File: config.mk
export PLATFORM = sky130hd
export DESIGN_NAME = uart_mmio_flat
export DESIGN_NICKNAME = d
export VERILOG_FILES = /design/src/rtl/uart_pkg.sv /design/src/rtl/uart_mmio_if.sv /design/src/rtl/sync_fifo.sv /design/src/rtl/uart_mmio.sv /design/src/flat_wrapper.sv
export SDC_FILE = /design/constraint.sdc
export NUM_CORES = 1
export LEC_CHECK = 0
export ABC_AREA = 0
export CELL_PAD_IN_SITES_DETAIL_PLACEMENT = 1
export CELL_PAD_IN_SITES_GLOBAL_PLACEMENT = 2
export CORE_ASPECT_RATIO = 1.4
export CORE_MARGIN = 3
export CORE_UTILIZATION = 45
export DETAILED_ROUTE_END_ITERATION = 10
export MAX_ROUTING_LAYER = met4
export PLACE_DENSITY_LB_ADDON = 0.1
export SLEW_MARGIN = 25
export SYNTH_ARGS = -nofsm -noshare
export SYNTH_HDL_FRONTEND = slang
export SYNTH_HIERARCHICAL = 1
export SYNTH_SLANG_ARGS = --single-unit
File: constraint.sdc
create_clock -name clk -period 6.6 [get_ports clk]
set_clock_uncertainty 0.2 [all_clocks]
set_input_delay 0.66 -clock clk [delete_from_list [all_inputs] [get_ports clk]]
set_output_delay 0.66 -clock clk [all_outputs]
set_load 0.1 [all_outputs]
File: src/rtl/uart_pkg.sv
//------------------------------------------------------------------------------
// Module : uart_pkg
// Brief  : Shared register map, STATUS bit positions and FSM state type for
//          the memory-mapped UART.
// Rev    : 1.0 - initial release
//------------------------------------------------------------------------------
`default_nettype none

package uart_pkg;

    // Register offsets on the 2-bit reg_addr bus
    localparam logic [1:0] UART_REG_DATA   = 2'd0;
    localparam logic [1:0] UART_REG_STATUS = 2'd1;
    localparam logic [1:0] UART_REG_CTRL   = 2'd2;

    // STATUS register bit positions
    localparam int STAT_TX_BUSY    = 0;
    localparam int STAT_TX_FULL    = 1;
    localparam int STAT_RX_EMPTY   = 2;
    localparam int STAT_TX_DROP    = 3;
    localparam int STAT_RX_OVERRUN = 4;

    // CTRL register bit positions
    localparam int CTRL_RX_IRQ_EN = 0;
    localparam int CTRL_TX_IRQ_EN = 1;

    // Common state encoding for the TX and RX machines
    typedef enum logic [1:0] {IDLE, START, DATA, STOP} uart_state_t;

endpackage

`default_nettype wire

File: src/rtl/uart_mmio_if.sv
//------------------------------------------------------------------------------
// Module : uart_mmio_if
// Brief  : CPU data-bus slice seen by the UART: chip-select, register offset,
//          read/write strobes and 16-bit data in both directions.
// Rev    : 1.0 - initial release
//------------------------------------------------------------------------------
`default_nettype none

interface uart_mmio_if;

    logic        cs;
    logic [1:0]  reg_addr;
    logic        wr;
    logic        rd;
    logic [15:0] wr_data;
    logic [15:0] rd_data;

    // CPU / address decoder side
    modport master (
        output cs,
        output reg_addr,
        output wr,
        output rd,
        output wr_data,
        input  rd_data
    );

    // UART side
    modport slave (
        input  cs,
        input  reg_addr,
        input  wr,
        input  rd,
        input  wr_data,
        output rd_data
    );

endinterface

`default_nettype wire

File: src/rtl/sync_fifo.sv
//------------------------------------------------------------------------------
// Module : sync_fifo
// Brief  : Single-clock first-word-fall-through FIFO. Pointers carry one
//          extra wrap bit so full and empty are distinguishable without a
//          separate counter. Simultaneous push and pop is legal at any level.
// Rev    : 1.0 - initial release
//------------------------------------------------------------------------------
`default_nettype none

module sync_fifo #(
    parameter int WIDTH = 8,
    parameter int DEPTH = 16
) (
    input  wire logic             clk,
    input  wire logic             rst,
    input  wire logic             push,
    input  wire logic             pop,
    input  wire logic [WIDTH-1:0] din,
    output logic      [WIDTH-1:0] dout,
    output logic                  full,
    output logic                  empty
);

    localparam int AW = (DEPTH > 1) ? $clog2(DEPTH) : 1;

    generate
        if ((DEPTH < 2) || ((DEPTH & (DEPTH - 1)) != 0)) begin : g_bad_depth
            $error("sync_fifo: DEPTH must be a power of two >= 2");
        end
    endgenerate

    logic [AW:0]      r_wptr;
    logic [AW:0]      r_rptr;
    logic [WIDTH-1:0] r_mem [DEPTH];

    logic w_do_push;
    logic w_do_pop;

    assign empty = (r_wptr == r_rptr);
    assign full  = (r_wptr[AW] != r_rptr[AW]) && (r_wptr[AW-1:0] == r_rptr[AW-1:0]);

    // A pop frees a slot in the same cycle, so a full FIFO still accepts a push
    // when it is popped at the same time.
    assign w_do_pop  = pop & ~empty;
    assign w_do_push = push & (~full | w_do_pop);

    assign dout = r_mem[r_rptr[AW-1:0]];

    // Read/write pointer update
    always_ff @(posedge clk or negedge rst) begin
        if (!rst) begin
            r_wptr <= '0;
            r_rptr <= '0;
        end else begin
            if (w_do_push) r_wptr <= r_wptr + 1'b1;
            if (w_do_pop)  r_rptr <= r_rptr + 1'b1;
        end
    end

    // Storage array, no reset needed: contents are only visible when non-empty
    always_ff @(posedge clk) begin
        if (w_do_push) r_mem[r_wptr[AW-1:0]] <= din;
    end

endmodule

`default_nettype wire

File: src/rtl/uart_mmio.sv
//------------------------------------------------------------------------------
// Module : uart_mmio
// Brief  : Memory-mapped 8N1 UART with TX/RX FIFOs, sticky error flags, a
//          level interrupt and BRAM-style one-cycle registered read data.
// Rev    : 1.0 - initial release
//------------------------------------------------------------------------------
`default_nettype none

module uart_mmio
    import uart_pkg::*;
#(
    parameter int CLOCK_HZ = 27_000_000,
    parameter int BAUD     = 115_200,
    parameter int TX_DEPTH = 16,
    parameter int RX_DEPTH = 16
) (
    input  wire logic  clk,
    input  wire logic  rst,
    uart_mmio_if.slave bus,
    output logic       txd,
    input  wire logic  rxd,
    output logic       irq
);

    localparam int DIV   = CLOCK_HZ / BAUD;
    localparam int CNT_W = (DIV > 4) ? $clog2(DIV) : 2;

    localparam logic [CNT_W-1:0] c_DIV_LAST  = CNT_W'(DIV - 1);
    localparam logic [CNT_W-1:0] c_HALF_LAST = CNT_W'(DIV / 2 - 1);

    generate
        if (DIV < 4) begin : g_bad_div
            $error("uart_mmio: CLOCK_HZ / BAUD must be at least 4");
        end
    endgenerate

    // ---------------------------------------------------------------- bus decode
    logic w_sel_wr, w_sel_rd;
    logic w_data_wr, w_stat_wr, w_ctrl_wr, w_data_rd;

    // A read strobe together with a write strobe is treated as a write only
    assign w_sel_wr  = bus.cs & bus.wr;
    assign w_sel_rd  = bus.cs & bus.rd & ~bus.wr;
    assign w_data_wr = w_sel_wr && (bus.reg_addr == UART_REG_DATA);
    assign w_stat_wr = w_sel_wr && (bus.reg_addr == UART_REG_STATUS);
    assign w_ctrl_wr = w_sel_wr && (bus.reg_addr == UART_REG_CTRL);
    assign w_data_rd = w_sel_rd && (bus.reg_addr == UART_REG_DATA);

    logic [7:0] w_unused_wr_hi;
    assign w_unused_wr_hi = bus.wr_data[15:8];

    // ---------------------------------------------------------------- FIFOs
    logic       w_tx_pop, w_tx_full, w_tx_empty;
    logic [7:0] w_tx_dout;
    logic       w_rx_push, w_rx_pop, w_rx_full, w_rx_empty;
    logic [7:0] w_rx_dout;

    sync_fifo #(.WIDTH(8), .DEPTH(TX_DEPTH)) u_tx_fifo (
        .clk   (clk),
        .rst   (rst),
        .push  (w_data_wr),
        .pop   (w_tx_pop),
        .din   (bus.wr_data[7:0]),
        .dout  (w_tx_dout),
        .full  (w_tx_full),
        .empty (w_tx_empty)
    );

    logic [7:0] r_rx_shift;

    sync_fifo #(.WIDTH(8), .DEPTH(RX_DEPTH)) u_rx_fifo (
        .clk   (clk),
        .rst   (rst),
        .push  (w_rx_push),
        .pop   (w_rx_pop),
        .din   (r_rx_shift),
        .dout  (w_rx_dout),
        .full  (w_rx_full),
        .empty (w_rx_empty)
    );

    // ---------------------------------------------------------------- TX path
    uart_state_t      r_tx_state;
    logic [CNT_W-1:0] r_tx_cnt;
    logic [2:0]       r_tx_bit;
    logic [7:0]       r_tx_shift;
    logic             r_txd;
    logic             w_tx_line;
    logic             w_tx_busy;
    logic             w_tx_drop;

    // The shifter takes a byte when idle, or at the end of a stop bit so that
    // queued bytes go out back to back without an idle bit in between.
    assign w_tx_pop  = ~w_tx_empty &
                       ((r_tx_state == IDLE) ||
                        ((r_tx_state == STOP) && (r_tx_cnt == c_DIV_LAST)));
    assign w_tx_busy = (r_tx_state != IDLE) | ~w_tx_empty;
    assign w_tx_drop = w_data_wr & w_tx_full & ~w_tx_pop;

    // Line level implied by the current TX state
    always_comb begin
        w_tx_line = 1'b1;
        case (r_tx_state)
            START:   w_tx_line = 1'b0;
            DATA:    w_tx_line = r_tx_shift[0];
            default: w_tx_line = 1'b1;
        endcase
    end

    // TX state machine: start bit, 8 data bits LSB first, stop bit
    always_ff @(posedge clk or negedge rst) begin
        if (!rst) begin
            r_tx_state <= IDLE;
            r_tx_cnt   <= '0;
            r_tx_bit   <= '0;
            r_tx_shift <= '0;
        end else begin
            case (r_tx_state)
                IDLE: begin
                    r_tx_cnt <= '0;
                    if (!w_tx_empty) begin
                        r_tx_shift <= w_tx_dout;
                        r_tx_state <= START;
                    end
                end
                START: begin
                    if (r_tx_cnt == c_DIV_LAST) begin
                        r_tx_cnt   <= '0;
                        r_tx_bit   <= '0;
                        r_tx_state <= DATA;
                    end else begin
                        r_tx_cnt <= r_tx_cnt + 1'b1;
                    end
                end
                DATA: begin
                    if (r_tx_cnt == c_DIV_LAST) begin
                        r_tx_cnt   <= '0;
                        r_tx_shift <= {1'b0, r_tx_shift[7:1]};
                        if (r_tx_bit == 3'd7) r_tx_state <= STOP;
                        else                  r_tx_bit   <= r_tx_bit + 1'b1;
                    end else begin
                        r_tx_cnt <= r_tx_cnt + 1'b1;
                    end
                end
                STOP: begin
                    if (r_tx_cnt == c_DIV_LAST) begin
                        r_tx_cnt <= '0;
                        if (!w_tx_empty) begin
                            r_tx_shift <= w_tx_dout;
                            r_tx_state <= START;
                        end else begin
                            r_tx_state <= IDLE;
                        end
                    end else begin
                        r_tx_cnt <= r_tx_cnt + 1'b1;
                    end
                end
                default: r_tx_state <= IDLE;
            endcase
        end
    end

    // Registered serial output, forced idle-high by reset
    always_ff @(posedge clk or negedge rst) begin
        if (!rst) r_txd <= 1'b1;
        else      r_txd <= w_tx_line;
    end

    assign txd = r_txd;

    // ---------------------------------------------------------------- RX path
    logic             r_rx_s1, r_rx_s2, r_rx_prev;
    uart_state_t      r_rx_state;
    logic [CNT_W-1:0] r_rx_cnt;
    logic [2:0]       r_rx_bit;
    logic             w_rx_ovr;

    // Two-flop synchroniser plus one delayed copy for falling-edge detection
    always_ff @(posedge clk or negedge rst) begin
        if (!rst) begin
            r_rx_s1   <= 1'b1;
            r_rx_s2   <= 1'b1;
            r_rx_prev <= 1'b1;
        end else begin
            r_rx_s1   <= rxd;
            r_rx_s2   <= r_rx_s1;
            r_rx_prev <= r_rx_s2;
        end
    end

    assign w_rx_push = (r_rx_state == STOP) && (r_rx_cnt == c_DIV_LAST) && r_rx_s2;
    assign w_rx_pop  = w_data_rd & ~w_rx_empty;
    assign w_rx_ovr  = w_rx_push & w_rx_full & ~w_rx_pop;

    // RX state machine. After a framing error it drops straight to IDLE; since
    // IDLE waits for a falling edge, nothing restarts until the line has been
    // high again.
    always_ff @(posedge clk or negedge rst) begin
        if (!rst) begin
            r_rx_state <= IDLE;
            r_rx_cnt   <= '0;
            r_rx_bit   <= '0;
            r_rx_shift <= '0;
        end else begin
            case (r_rx_state)
                IDLE: begin
                    r_rx_cnt <= '0;
                    if (r_rx_prev && !r_rx_s2) r_rx_state <= START;
                end
                START: begin
                    if (r_rx_cnt == c_HALF_LAST) begin
                        r_rx_cnt   <= '0;
                        r_rx_bit   <= '0;
                        r_rx_state <= r_rx_s2 ? IDLE : DATA;
                    end else begin
                        r_rx_cnt <= r_rx_cnt + 1'b1;
                    end
                end
                DATA: begin
                    if (r_rx_cnt == c_DIV_LAST) begin
                        r_rx_cnt   <= '0;
                        r_rx_shift <= {r_rx_s2, r_rx_shift[7:1]};
                        if (r_rx_bit == 3'd7) r_rx_state <= STOP;
                        else                  r_rx_bit   <= r_rx_bit + 1'b1;
                    end else begin
                        r_rx_cnt <= r_rx_cnt + 1'b1;
                    end
                end
                STOP: begin
                    if (r_rx_cnt == c_DIV_LAST) begin
                        r_rx_cnt   <= '0;
                        r_rx_state <= IDLE;
                    end else begin
                        r_rx_cnt <= r_rx_cnt + 1'b1;
                    end
                end
                default: r_rx_state <= IDLE;
            endcase
        end
    end

    // ---------------------------------------------------------------- registers
    logic [1:0]  r_ctrl;
    logic        r_tx_drop;
    logic        r_rx_ovr;
    logic [15:0] r_rd_data;
    logic        r_irq;
    logic [4:0]  w_status;

    always_comb begin
        w_status                  = '0;
        w_status[STAT_TX_BUSY]    = w_tx_busy;
        w_status[STAT_TX_FULL]    = w_tx_full;
        w_status[STAT_RX_EMPTY]   = w_rx_empty;
        w_status[STAT_TX_DROP]    = r_tx_drop;
        w_status[STAT_RX_OVERRUN] = r_rx_ovr;
    end

    // CTRL and sticky flags; a new error in the same cycle as a clear wins
    always_ff @(posedge clk or negedge rst) begin
        if (!rst) begin
            r_ctrl    <= '0;
            r_tx_drop <= 1'b0;
            r_rx_ovr  <= 1'b0;
        end else begin
            if (w_ctrl_wr) r_ctrl <= bus.wr_data[1:0];
            if (w_stat_wr && bus.wr_data[STAT_TX_DROP])    r_tx_drop <= 1'b0;
            if (w_stat_wr && bus.wr_data[STAT_RX_OVERRUN]) r_rx_ovr  <= 1'b0;
            if (w_tx_drop) r_tx_drop <= 1'b1;
            if (w_rx_ovr)  r_rx_ovr  <= 1'b1;
        end
    end

    // Registered read data, one cycle after the strobe; holds otherwise
    always_ff @(posedge clk or negedge rst) begin
        if (!rst) begin
            r_rd_data <= '0;
        end else if (w_sel_rd) begin
            case (bus.reg_addr)
                UART_REG_DATA:   r_rd_data <= w_rx_empty ? 16'h0000 : {7'b0, 1'b1, w_rx_dout};
                UART_REG_STATUS: r_rd_data <= {11'b0, w_status};
                UART_REG_CTRL:   r_rd_data <= {14'b0, r_ctrl};
                default:         r_rd_data <= 16'h0000;
            endcase
        end
    end

    // Level interrupt from RX data available and TX drained
    always_ff @(posedge clk or negedge rst) begin
        if (!rst) r_irq <= 1'b0;
        else      r_irq <= (r_ctrl[CTRL_RX_IRQ_EN] & ~w_rx_empty) |
                           (r_ctrl[CTRL_TX_IRQ_EN] & ~w_tx_busy);
    end

    assign bus.rd_data = r_rd_data;
    assign irq         = r_irq;

endmodule

`default_nettype wire

File: src/flat_wrapper.sv
// flat-port wrapper written by rule: the top's interface ports become plain ports
module uart_mmio_flat import uart_pkg::*;
#(
    parameter int CLOCK_HZ = 27_000_000,
    parameter int BAUD     = 115_200,
    parameter int TX_DEPTH = 16,
    parameter int RX_DEPTH = 16
)
  (clk, rst, txd, rxd, irq, bus_cs, bus_reg_addr, bus_wr, bus_rd, bus_wr_data, bus_rd_data);
  uart_mmio_if bus_i ();
  input  wire logic clk;
  input  wire logic rst;
  output logic txd;
  input  wire logic rxd;
  output logic irq;
  input wire logic [$bits(bus_i.cs)-1:0] bus_cs;
  input wire logic [$bits(bus_i.reg_addr)-1:0] bus_reg_addr;
  input wire logic [$bits(bus_i.wr)-1:0] bus_wr;
  input wire logic [$bits(bus_i.rd)-1:0] bus_rd;
  input wire logic [$bits(bus_i.wr_data)-1:0] bus_wr_data;
  output wire logic [$bits(bus_i.rd_data)-1:0] bus_rd_data;
  assign bus_i.cs = bus_cs;
  assign bus_i.reg_addr = bus_reg_addr;
  assign bus_i.wr = bus_wr;
  assign bus_i.rd = bus_rd;
  assign bus_i.wr_data = bus_wr_data;
  assign bus_rd_data = bus_i.rd_data;
  uart_mmio #(.CLOCK_HZ(CLOCK_HZ), .BAUD(BAUD), .TX_DEPTH(TX_DEPTH), .RX_DEPTH(RX_DEPTH)) u_core (.clk(clk), .rst(rst), .bus(bus_i), .txd(txd), .rxd(rxd), .irq(irq));
endmodule
==> flow_metrics.py <==
metrics = {
    "cts": {
        "clk_root_buffer_cell": "clkbuf_16",
        "cts_buffer_depth": 3,
        "tritoncts": "done",
        "clock_latency_ps": 510,
        "clkSinkCount": 336,
        "cts.hold.buffers_added": 0,
        "postCtsResizedCells": 0,
        "clk_pin_slew_worst_paths_ps": 60,
        "cts_setup_buffers": 0,
        "numCtsBuffers": 34,
        "htreeDepth": 2,
    },
    "layout": {
        "layout_commonest_cell": "edfxtp_1",
        "antenna_cells": 0,
        "area_growth_pct": 11.89,
        "final_util": 0.5128,
        "drive_gt1_frac": 0.1885,
        "fin_cells": 1260,
        "mostFrequentLayoutCells": "edfxtp_1 (256), dfrtp_1 (74), mux4_2 (64), clkbuf_16 (37), nand2_1 (37)",
        "final_net_count": 892,
    },
    "run_status": {
        "status": "complete, no violations",
    },
    "timing": {
        "min_period_ps": 3460,
        "tightest_slew_ps": 978.6,
        "slew_headroom": 0.3456,
        "rsz0062_at_grt": "false",
        "clock.fmax_mhz": 289.0,
        "fin_crit_sh": 0.5243,
        "slew_viol_final": 0,
        "fin_tns_setup_ps": 0,
        "setup_viol": 0,
        "setup_ws_ps": 3140,
        "hold_viol": 0,
    },
    "detailed_routing": {
        "via_count": 7144,
        "ant_nets": 0,
        "via_per_inst": 5.670,
        "dr.first_iter.drc_count": 466,
        "routed_wl_um": 30910,
        "wl_per_cell_um": 24.53,
        "drc": 0,
        "dr.pass1.iters": 4,
    },
    "run": {
        "maxCapViolations": 0,
    },
    "synthesis": {
        "ys_seq_elements": 336,
        "yosys.area.top_type": "edfxtp_1",
        "synthesis.area_mm2": 0.01416,
        "seq_area_frac_synth": 0.6844,
        "postSynthAreaPerCell_um2": 17.38,
        "synth_warnings": 6,
        "synth_cell_types": 57,
        "syn_inst": 815,
        "synth_ff_type": "edfxtp_1",
        "yosys-top-cells-area": "edfxtp_1 (54%), dfrtp_1 (13%), mux4_2 (10%)",
        "synth_edf_count": 256,
        "yosysTopAreaCellShare": 0.5427,
        "synthArstFlopShare": 0.2381,
    },
    "worst_setup_path": {
        "crit_required_ps": 6530,
        "arrival_ps": 3390,
        "crit_top_cell": "nor2_1",
        "timing.rr.start": "u_core/r_tx_cnt[1]$_DFF_PN0_",
        "crit_path_max_fanout": 9,
        "path_class": "flip-flop to flip-flop",
        "crit_family": "simple AND/OR/NAND/NOR gates",
        "reg2reg_depth": 8,
        "r2r_end": "u_core/u_tx_fifo/r_mem[15][6]$_DFFE_PP_",
        "max_stage_delay_ps": 780,
        "regToRegSetupSlack_ps": 3140,
        "crit_path_top_delay_cell": "nor2_1",
        "crit_path_end_kind": "flip-flop",
        "crit_chain": "inv_1 -> ha_1 -> nand4_1 -> nor4b_2 -> a21oi_1 -> nor2_1 -> o311ai_4 -> nor2_1",
        "start_kind": "flip-flop",
        "path_buf_inv": 1,
    },
    "place": {
        "dp_cells": 1198,
        "place_congestion": 0.7896,
        "pre_cts_ws_ps": 2738,
        "hpwlAfterDp_um": 20380,
        "portBuffers": 26,
    },
    "floorplanning": {
        "start_util": 0.4583,
        "fp.dieW_um": 155.9,
        "core.rowCount": 76,
        "core_area_mm2": 0.03090,
        "die_y_um": 215.9,
        "io_pins": 42,
        "die_area_mm2": 0.03367,
    },
    "global_routing": {
        "grt_max_degree": 81,
        "grt_overflow": 0,
        "grt_antenna_before_repair": 0,
        "gr-usage-all-layers": 0.1975,
        "grt_pass1_vias": 8038,
        "grt_pass1_wl_um": 48490,
    },
    "power": {
        "ir_drop_uv": 222.4,
        "finalPower_w": 0.004888,
        "cellPowerDensity_mw_per_mm2": 308.4,
        "p_leak_nw": 6.058,
    },
    "min_path": {
        "hold_path.class": "input port to asynchronous set/reset pin",
    },
}
[sequential cells by signal, indices dropped and copies added, names as in the netlist, named ones only]
register	flops
u_core/u_rx_fifo/r_mem	128
u_core/u_tx_fifo/r_mem	128
u_core/bus.rd_data	9
u_core/r_rx_cnt	8
u_core/r_rx_shift	8
u_core/r_tx_cnt	8
u_core/r_tx_shift	8
u_core/u_rx_fifo/r_rptr	5
u_core/u_rx_fifo/r_wptr	5
u_core/u_tx_fifo/r_rptr	5
u_core/u_tx_fifo/r_wptr	5
u_core/r_rx_bit	3
u_core/r_tx_bit	3
u_core/r_ctrl	2
u_core/r_tx_state	2
u_core/irq	1
u_core/r_rx_ovr	1
u_core/r_rx_prev	1
u_core/r_rx_s1	1
u_core/r_rx_s2	1
u_core/r_rx_state	1
u_core/r_tx_drop	1
u_core/txd	1
[worst max-delay path by stage]
stage / from / to / slack [ps] / depth (start not counted)
after global placement: bus_reg_addr[1] / u_core/u_tx_fifo/r_mem[3][1]$_DFFE_PP_ / 2620 / 4
after global routing: u_core/u_rx_fifo/r_rptr[0]$_DFFE_PN0P_ / u_core/u_rx_fifo/r_mem[15][3]$_DFFE_PP_ / 2810 / 9
final: u_core/r_tx_cnt[1]$_DFF_PN0_ / u_core/u_tx_fifo/r_mem[15][6]$_DFFE_PP_ / 3140 / 8
after detailed placement: bus_wr / u_core/u_rx_fifo/r_mem[15][0]$_DFFE_PP_ / 2740 / 6
after CTS: u_core/u_rx_fifo/r_rptr[0]$_DFFE_PN0P_ / u_core/u_rx_fifo/r_mem[15][1]$_DFFE_PP_ / 2980 / 9
after floorplan: u_core/u_rx_fifo/r_rptr[1]$_DFFE_PN0P_ / u_core/u_rx_fifo/r_mem[11][0]$_DFFE_PP_ / 3380 / 8
[stage by stage]
step,instance area [µm²],hold WS (ps)
floorplan,14190,145.2
global placement,14700,146.9
detailed placement,14710,149.7
CTS,15850,158.1
global route,15850,47.75
finish,15850,3.258
[where the power goes]
part | internal (W) | switching, W | leakage, nW
sequential | 0.00232 | 0.0000780 | 3.66
clock | 0.00117 | 0.000776 | 0.552
combinational | 0.000202 | 0.000336 | 1.84
[kinds of logic after synthesis]
family	Yosys count	synth area share
AOI/OAI and AO/OA	83	0.04673
xor gates and xnor gates	39	0.02782
muxes	92	0.1240
other	1	0.0002647
and+or+nand+nor	178	0.07084
buffers and inverters	62	0.02473
adders and majority gates	24	0.02120
DFF	336	0.6844
[cell type report]
type	instances	area [µm²]
Clock inverter	19	190.2
Timing Repair Buffer	34	321.6
Sequential cell	336	9697
Multi-Input combinational cell	423	4148
Tap cell	390	488.0
Fill cell	2817	15060
Inverter	15	56.30
Clock buffer	43	948.4
[synth_stat cells, drive strengths merged, types with 3 or more instances]
library cell,n
mux2,28
ha,24
nand2b,5
and2,5
mux4,64
nand4,10
clkbuf,11
edfxtp,256
a22o,9
nor3b,4
o311ai,4
a21o,3
xor2,10
nor2,32
a2bb2oi,3
nand2,38
a21oi,11
nor3,4
xnor2,29
o21ai,11
inv,15
dfrtp,76
nand3,19
nor2b,14
a22oi,34
buf,36
dfstp,4
and3,32
[layer usage]
metal,routed length (µm),track usage,vias up,part of all wire
met5,0,-,-,0
met4,1137,0.07305,0,0.037
met3,663,0.02548,57,0.021
met2,17380,0.3552,94,0.56
met1,11730,0.2234,3770,0.38
li1,-,-,3223,-
No activity file was read; power rests on OpenSTA's default activity.
==> RTL edit 1 (same settings) <==
`BAUD` is set to 115_200 in 2 places; all go to 460_800.
--- a/src/rtl/uart_mmio.sv
+++ b/src/rtl/uart_mmio.sv
@@ -12,3 +12,3 @@
     parameter int CLOCK_HZ = 27_000_000,
-    parameter int BAUD     = 115_200,
+    parameter int BAUD     = 460_800,
     parameter int TX_DEPTH = 16,
--- a/src/flat_wrapper.sv
+++ b/src/flat_wrapper.sv
@@ -4,3 +4,3 @@
     parameter int CLOCK_HZ = 27_000_000,
-    parameter int BAUD     = 115_200,
+    parameter int BAUD     = 460_800,
     parameter int TX_DEPTH = 16,
Function: same outputs for any inputs over 10 cycles, from zero or initial values and one cycle with rst low; that may be too few to reach the edited logic, so the function may still have changed.
==> RTL edit 1 against the original RTL <==
  * Sequential cell count shrank 4
  * Worst hold slack better by 0.16 ns
  * Count of clock-buffer cells in the layout did not move
  * Design area decreased by 1.3%
  * Synthesized area decreased by 1.0%
  * Worst setup slack worse by 0.036 ns
  * Critical endpoint is now u_core/u_tx_fifo/r_mem[7][0]$_DFFE_PP_
  * Via count fell by 3.0%
  * Clock power shrank 7%
  * Critical path depth increased by 2
  * Combinational power up 14%
  * Largest cell class unchanged
  * Power is 1.8% lower
  * Routed wire length decreased by 2.0%
  * Highest routed layer unchanged
==> RTL edit 1: results (changes against the original RTL) <==
The sequential share of cell area was 61.3% (was 61.2%); the global-route met2 utilization was 35.4% (was 35.5%). The run gives 33.4% (was 34.6%) as the headroom to the max-slew limit. The arrival time at the worst endpoint was 3.42 ns (was 3.39 ns); the maximum number of pins on one net before global-route repair was 76 (was 81). The tools report the maximum vdd drop as 0.272 mV (was 0.222 mV). The placer congestion estimate was 0.766 (was 0.790). The multi-input combinational cell count was 398 (was 423); the leakage power summed over all cells was 5.90 nW (was 6.06 nW). The worst flop-to-flop path startpoint is u_core/u_tx_fifo/r_wptr[2]$_DFFE_PN0P_ (was u_core/r_tx_cnt[1]$_DFF_PN0_). The run finished with clean final reports. The average wire per standard cell is 24.6 um (was 24.5 um), and the non-clock buffer count in the final layout is 36 (was 34). The tools report the aggregate global-route resource usage as 19.0% (was 19.8%). Total clock buffers created by CTS: 35 (was 34). For the number of nets in the finished design, the log shows 870 (was 892). The logs give 46,800 um (was 48,500 um) for the wire length of the first global-routing pass and 2,803 (was 2,817) for the number of fill cells in the layout. The met2 layer wire length in the routed design is 17,500 um (was 17,400 um), and the number of well taps is 385 (was 390). The run gives 20,000 um (was 20,400 um) as the post-DP HPWL.

The mux share of post-synthesis cell area came out at 13.1% (was 12.4%). Cell at the slowest stage of the critical path: sky130_fd_sc_hd__nor2b_1 (was sky130_fd_sc_hd__nor2_1). The wire length on met1 is 11,500 um (was 11,700 um). The data-path buffer share of cell area in the final layout was 2.17% (was 2.03%). Ranking of synthesized cells by instance count: 256 x sky130_fd_sc_hd__edfxtp_1, 72 x sky130_fd_sc_hd__dfrtp_1, 64 x sky130_fd_sc_hd__mux4_2, 40 x sky130_fd_sc_hd__nand2_1, 34 x sky130_fd_sc_hd__a22oi_1 (was 256 x sky130_fd_sc_hd__edfxtp_1, 76 x sky130_fd_sc_hd__dfrtp_1, 64 x sky130_fd_sc_hd__mux4_2, 37 x sky130_fd_sc_hd__nand2_1, 34 x sky130_fd_sc_hd__a22oi_1). The logic depth of the worst register-to-register path was 10 (was 8). Highest net fanout along the worst path: 10 (was 9).

The share of final layout cell area taken by clock buffers and inverters was 6.69% (was 7.18%); the register-to-register setup slack was 3.10 ns (was 3.14 ns). The met1 usage is 21.1% (was 22.3%). The number of register bits inferred by synthesis is 332 (was 336).

The adder and majority cell fraction of the synthesized area is 2.23% (was 2.12%). For the count of different cell masters after synthesis, the log shows 60 (was 57). Endpoint of the most critical setup path: u_core/u_tx_fifo/r_mem[7][0]$_DFFE_PP_ (was u_core/u_tx_fifo/r_mem[15][6]$_DFFE_PP_). The total instance count after detailed placement is 1,168 (was 1,198), and the total cell area at the placement stage is 0.0146 mm^2 (was 0.0147 mm^2).

The fraction of met3 tracks used by global routing came out at 2.66% (was 2.55%). The met3 routed wirelength came out at 639 um (was 663 um).
==> RTL edit 1: changes by cell type in the layout (fill, tap and decap cells not counted), moves of 8 or more <==
cell | unedited run | this run
sky130_fd_sc_hd__mux2_1 | 16 | 3
sky130_fd_sc_hd__a21oi_1 | 9 | 0
sky130_fd_sc_hd__mux2_4 | 0 | 9
sky130_fd_sc_hd__mux2_2 | 12 | 20
sky130_fd_sc_hd__nor2_1 | 31 | 23
==> RTL edit 1: how the worst min path moves through the flow <==
stage | endpoint | slack [ns]
finish | u_core/r_rx_s2$_DFF_PN1_ | 0.16
global route | u_core/r_rx_s2$_DFF_PN1_ | 0.16
CTS | u_core/r_rx_s2$_DFF_PN1_ | 0.16
detailed placement | u_core/r_rx_s2$_DFF_PN1_ | 0.15
global placement | u_core/r_rx_s2$_DFF_PN1_ | 0.15
floorplan | u_core/r_rx_s2$_DFF_PN1_ | 0.15
==> RTL edit 1: per-stage QoR <==
stage	setup slack (ns)	power [mW]	utilization [%]	hold slack, ns
floorplan	3.22	2.89	-	0.145
global placement	2.64	3.02	48.1	0.149
detailed placement	2.90	3.04	48.1	0.147
CTS	3.02	4.88	51.6	0.160
global route	2.85	5.01	51.6	0.157
finish	3.10	4.80	51.6	0.162
==> RTL edit 1: logic make-up (layout without fill, tap and decap cells) <==
kind of cell	count (synthesis)	in the layout
AO/OA/AOI/OAI	74	74
XOR/XNOR	36	36
adder cells (fa/ha/maj)	25	25
buffers and inverters	60	116
flip-flops	332	332
multiplexers	96	96
other	1	7
AND/OR/NAND/NOR	160	160
==> RTL edit 1: report_power, final <==
group	leakage, nW	switching [mW]	internal [mW]
clock	0.524	0.781	1.03
combinational	1.84	0.394	0.219
sequential	3.54	0.0719	2.30
total	5.90	1.25	3.55
==> RTL edit 2 (config.mk and constraints unchanged) <==
Made on the original files. Make the reset (`rst`) synchronous in 8 clocked blocks.
--- a/src/rtl/sync_fifo.sv
+++ b/src/rtl/sync_fifo.sv
@@ -49,3 +49,3 @@
     // Read/write pointer update
-    always_ff @(posedge clk or negedge rst) begin
+    always_ff @(posedge clk) begin
         if (!rst) begin
--- a/src/rtl/uart_mmio.sv
+++ b/src/rtl/uart_mmio.sv
@@ -110,3 +110,3 @@
     // TX state machine: start bit, 8 data bits LSB first, stop bit
-    always_ff @(posedge clk or negedge rst) begin
+    always_ff @(posedge clk) begin
         if (!rst) begin
@@ -163,3 +163,3 @@
     // Registered serial output, forced idle-high by reset
-    always_ff @(posedge clk or negedge rst) begin
+    always_ff @(posedge clk) begin
         if (!rst) r_txd <= 1'b1;
@@ -178,3 +178,3 @@
     // Two-flop synchroniser plus one delayed copy for falling-edge detection
-    always_ff @(posedge clk or negedge rst) begin
+    always_ff @(posedge clk) begin
         if (!rst) begin
@@ -197,3 +197,3 @@
     // high again.
-    always_ff @(posedge clk or negedge rst) begin
+    always_ff @(posedge clk) begin
         if (!rst) begin
@@ -259,3 +259,3 @@
     // CTRL and sticky flags; a new error in the same cycle as a clear wins
-    always_ff @(posedge clk or negedge rst) begin
+    always_ff @(posedge clk) begin
         if (!rst) begin
@@ -274,3 +274,3 @@
     // Registered read data, one cycle after the strobe; holds otherwise
-    always_ff @(posedge clk or negedge rst) begin
+    always_ff @(posedge clk) begin
         if (!rst) begin
@@ -288,3 +288,3 @@
     // Level interrupt from RX data available and TX drained
-    always_ff @(posedge clk or negedge rst) begin
+    always_ff @(posedge clk) begin
         if (!rst) r_irq <= 1'b0;
Check against the original RTL: differs if rst is asserted again (counterexample within 4 cycles, from zero or initial values and one cycle with rst low); with rst held inactive, the same outputs for 10 cycles.
==> RTL edit 2 against the original RTL <==
  * Sequential cell count grew 8
  * Design area grew 0.84%
  * Critical path depth is the same
  * Global-route usage shrank 0.92 points
  * Count of clock-buffer cells in the layout shrank 4
  * Sequential share of layout area shrank 2.0 points
  * Highest routed layer unchanged
  * Final cell count grew 3.5%
  * Routed wire length shrank 0.33%
  * Worst setup slack lost 0.11 ns
  * Synthesized area grew 1.1%
Power is not compared: it rests on default switching activity, and its combinational part moved more than twofold at a synthesized area within 25%.
==> RTL edit 2: results (changes against the original RTL) <==
The count of buffers added by post-CTS timing repair for setup was 0 (unchanged). Class of the most critical hold timing path: register to register (was primary input to async pin). The run gives 329 (was 466) as the iteration-0 DRC count of the detailed router. Ranking of synthesized cells by instance count: 256 x sky130_fd_sc_hd__edfxtp_1, 88 x sky130_fd_sc_hd__dfxtp_1, 56 x sky130_fd_sc_hd__nor2_1, 48 x sky130_fd_sc_hd__mux4_1, 47 x sky130_fd_sc_hd__nand2_1 (was 256 x sky130_fd_sc_hd__edfxtp_1, 76 x sky130_fd_sc_hd__dfrtp_1, 64 x sky130_fd_sc_hd__mux4_2, 37 x sky130_fd_sc_hd__nand2_1, 34 x sky130_fd_sc_hd__a22oi_1). The placer congestion estimate was 0.777 (was 0.790); the fraction of layout instances using a drive strength above 1 was 12.7% (was 18.9%). For the worst-case setup slack after placement, the log shows 2.66 ns (was 2.74 ns). The longest individual stage delay on the worst path was 0.59 ns (was 0.78 ns). The run gives 7,363 (was 7,144) as the total via count after detailed routing. For the number of global-route vias before repair, the log shows 7,923 (was 8,038). Number of nets in the finished design: 938 (was 892). The portion of the post-synthesis area used by sequential elements came out at 66.0% (was 68.4%). The highest net fanout along the worst path came out at 16 (was 9). Headroom to the max-slew limit: 32.1% (was 34.6%).

The number of fill cells in the layout was 2,916 (was 2,817). The maximum level of the CTS H-tree came out at 2 (unchanged). The run gives 21,000 um (was 20,400 um) as the post-DP HPWL.

The tools report the first element of the critical path as u_core/u_rx_fifo/r_wptr[2]$_SDFFE_PN0P_ (was u_core/r_tx_cnt[1]$_DFF_PN0_). The logs give 63 (was 81) for the maximum number of pins on one net before global-route repair and 0 (unchanged) for the number of antenna violations at the first check in global routing. The aggregate global-route resource usage is 18.8% (was 19.8%), and the number of enable flip-flop cells after synthesis is 256 (unchanged). The wire length of the first global-routing pass is 46,700 um (was 48,500 um), and the arrival time at the worst endpoint is 3.52 ns (was 3.39 ns). Synth area leaders: sky130_fd_sc_hd__edfxtp_1 54%, sky130_fd_sc_hd__dfxtp_1 12%, sky130_fd_sc_hd__mux4_1 8.8% (was sky130_fd_sc_hd__edfxtp_1 54%, sky130_fd_sc_hd__dfrtp_1 13%, sky130_fd_sc_hd__mux4_2 10%). The flow ran to the end, and the final reports show no timing, DRC or antenna violations.

For the total detailed-routing wirelength, the log shows 30,800 um (was 30,900 um). The cell at the slowest stage of the critical path was sky130_fd_sc_hd__and3_1 (was sky130_fd_sc_hd__nor2_1). The count of different cell masters after synthesis is 65 (was 57), and the post-synthesis async set-or-reset flop share is 0% (was 23.8%).
[RTL edit 2: changes by cell type after synthesis, moves of 28 or more]
cell                      change
sky130_fd_sc_hd__dfrtp_1     -76
sky130_fd_sc_hd__a22oi_1     -28
sky130_fd_sc_hd__mux4_2      -32
sky130_fd_sc_hd__dfxtp_1     +88
sky130_fd_sc_hd__mux4_1      +48
[RTL edit 2: layer usage]
metal / vias up / GRT usage [%] / share of wire, %
met5: - / - / 0
met4: 0 / 6.39 / 3.2
met3: 46 / 2.55 / 2.6
met2: 101 / 35.8 / 58
met1: 3820 / 19.6 / 36
li1: 3396 / - / -
[RTL edit 2: layout make-up]
type	instances	area share [%]
Timing Repair Buffer	36	2.07
Sequential cell	344	59.2
Clock inverter	21	1.28
Multi-Input combinational cell	460	28.5
Tap cell	390	3.05
Inverter	14	0.329
Clock buffer	39	5.57
[RTL edit 2: final timing paths]
kind	to	slack (ns)	cells past startpoint
worst min-delay path	u_core/r_rx_s2$_SDFF_PN1_	0.25	1
worst max register to register	u_core/u_rx_fifo/r_mem[1][6]$_DFFE_PP_	3.03	8
worst min register to register	u_core/r_rx_s2$_SDFF_PN1_	0.25	1
worst max-delay path	u_core/u_rx_fifo/r_mem[1][6]$_DFFE_PP_	3.03	8
[RTL edit 2: logic make-up after synthesis]
group           synth area share, %
buf+inv                        2.46
fa+ha+maj                      2.10
simple gates                   8.37
xor+xnor                       2.20
mux                            16.1
compound gates                 2.77
flops                          66.0
other cells                  0.0262
[RTL edit 2: power groups by stage]
stage          Clock, mW  Combinational (mW)  Sequential, mW
5_1_grt             2.05               0.176            2.33
6_report            1.90               0.159            2.33
3_3_place_gp           0               0.154            2.38
4_1_cts             1.96               0.161            2.33
2_1_floorplan          0              0.0998            2.39
3_5_place_dp           0               0.160            2.38
[RTL edit 2: metrics by stage]
stage                     cells  hold slack (ns)  cell area, um^2
final                      1304            0.247            16000
after CTS                  1304            0.260            16000
after global routing       1304            0.280            16000
after detailed placement   1244            0.234            14900
after floorplan             864            0.186            14400
after global placement     1244            0.220            14900
[RTL edit 2: worst reg2reg max path, stage by stage, from the launching register on]
cell and delay, ns:
sky130_fd_sc_hd__dfxtp_1 0.58, sky130_fd_sc_hd__xor2_1 0.29, sky130_fd_sc_hd__nor4_4 0.12, sky130_fd_sc_hd__and2_1 0.26, sky130_fd_sc_hd__nor4_2 0.29, sky130_fd_sc_hd__buf_4 0.23, sky130_fd_sc_hd__nor2_1 0.12, sky130_fd_sc_hd__a21boi_2 0.53
sky130_fd_sc_hd__and3_1 0.59
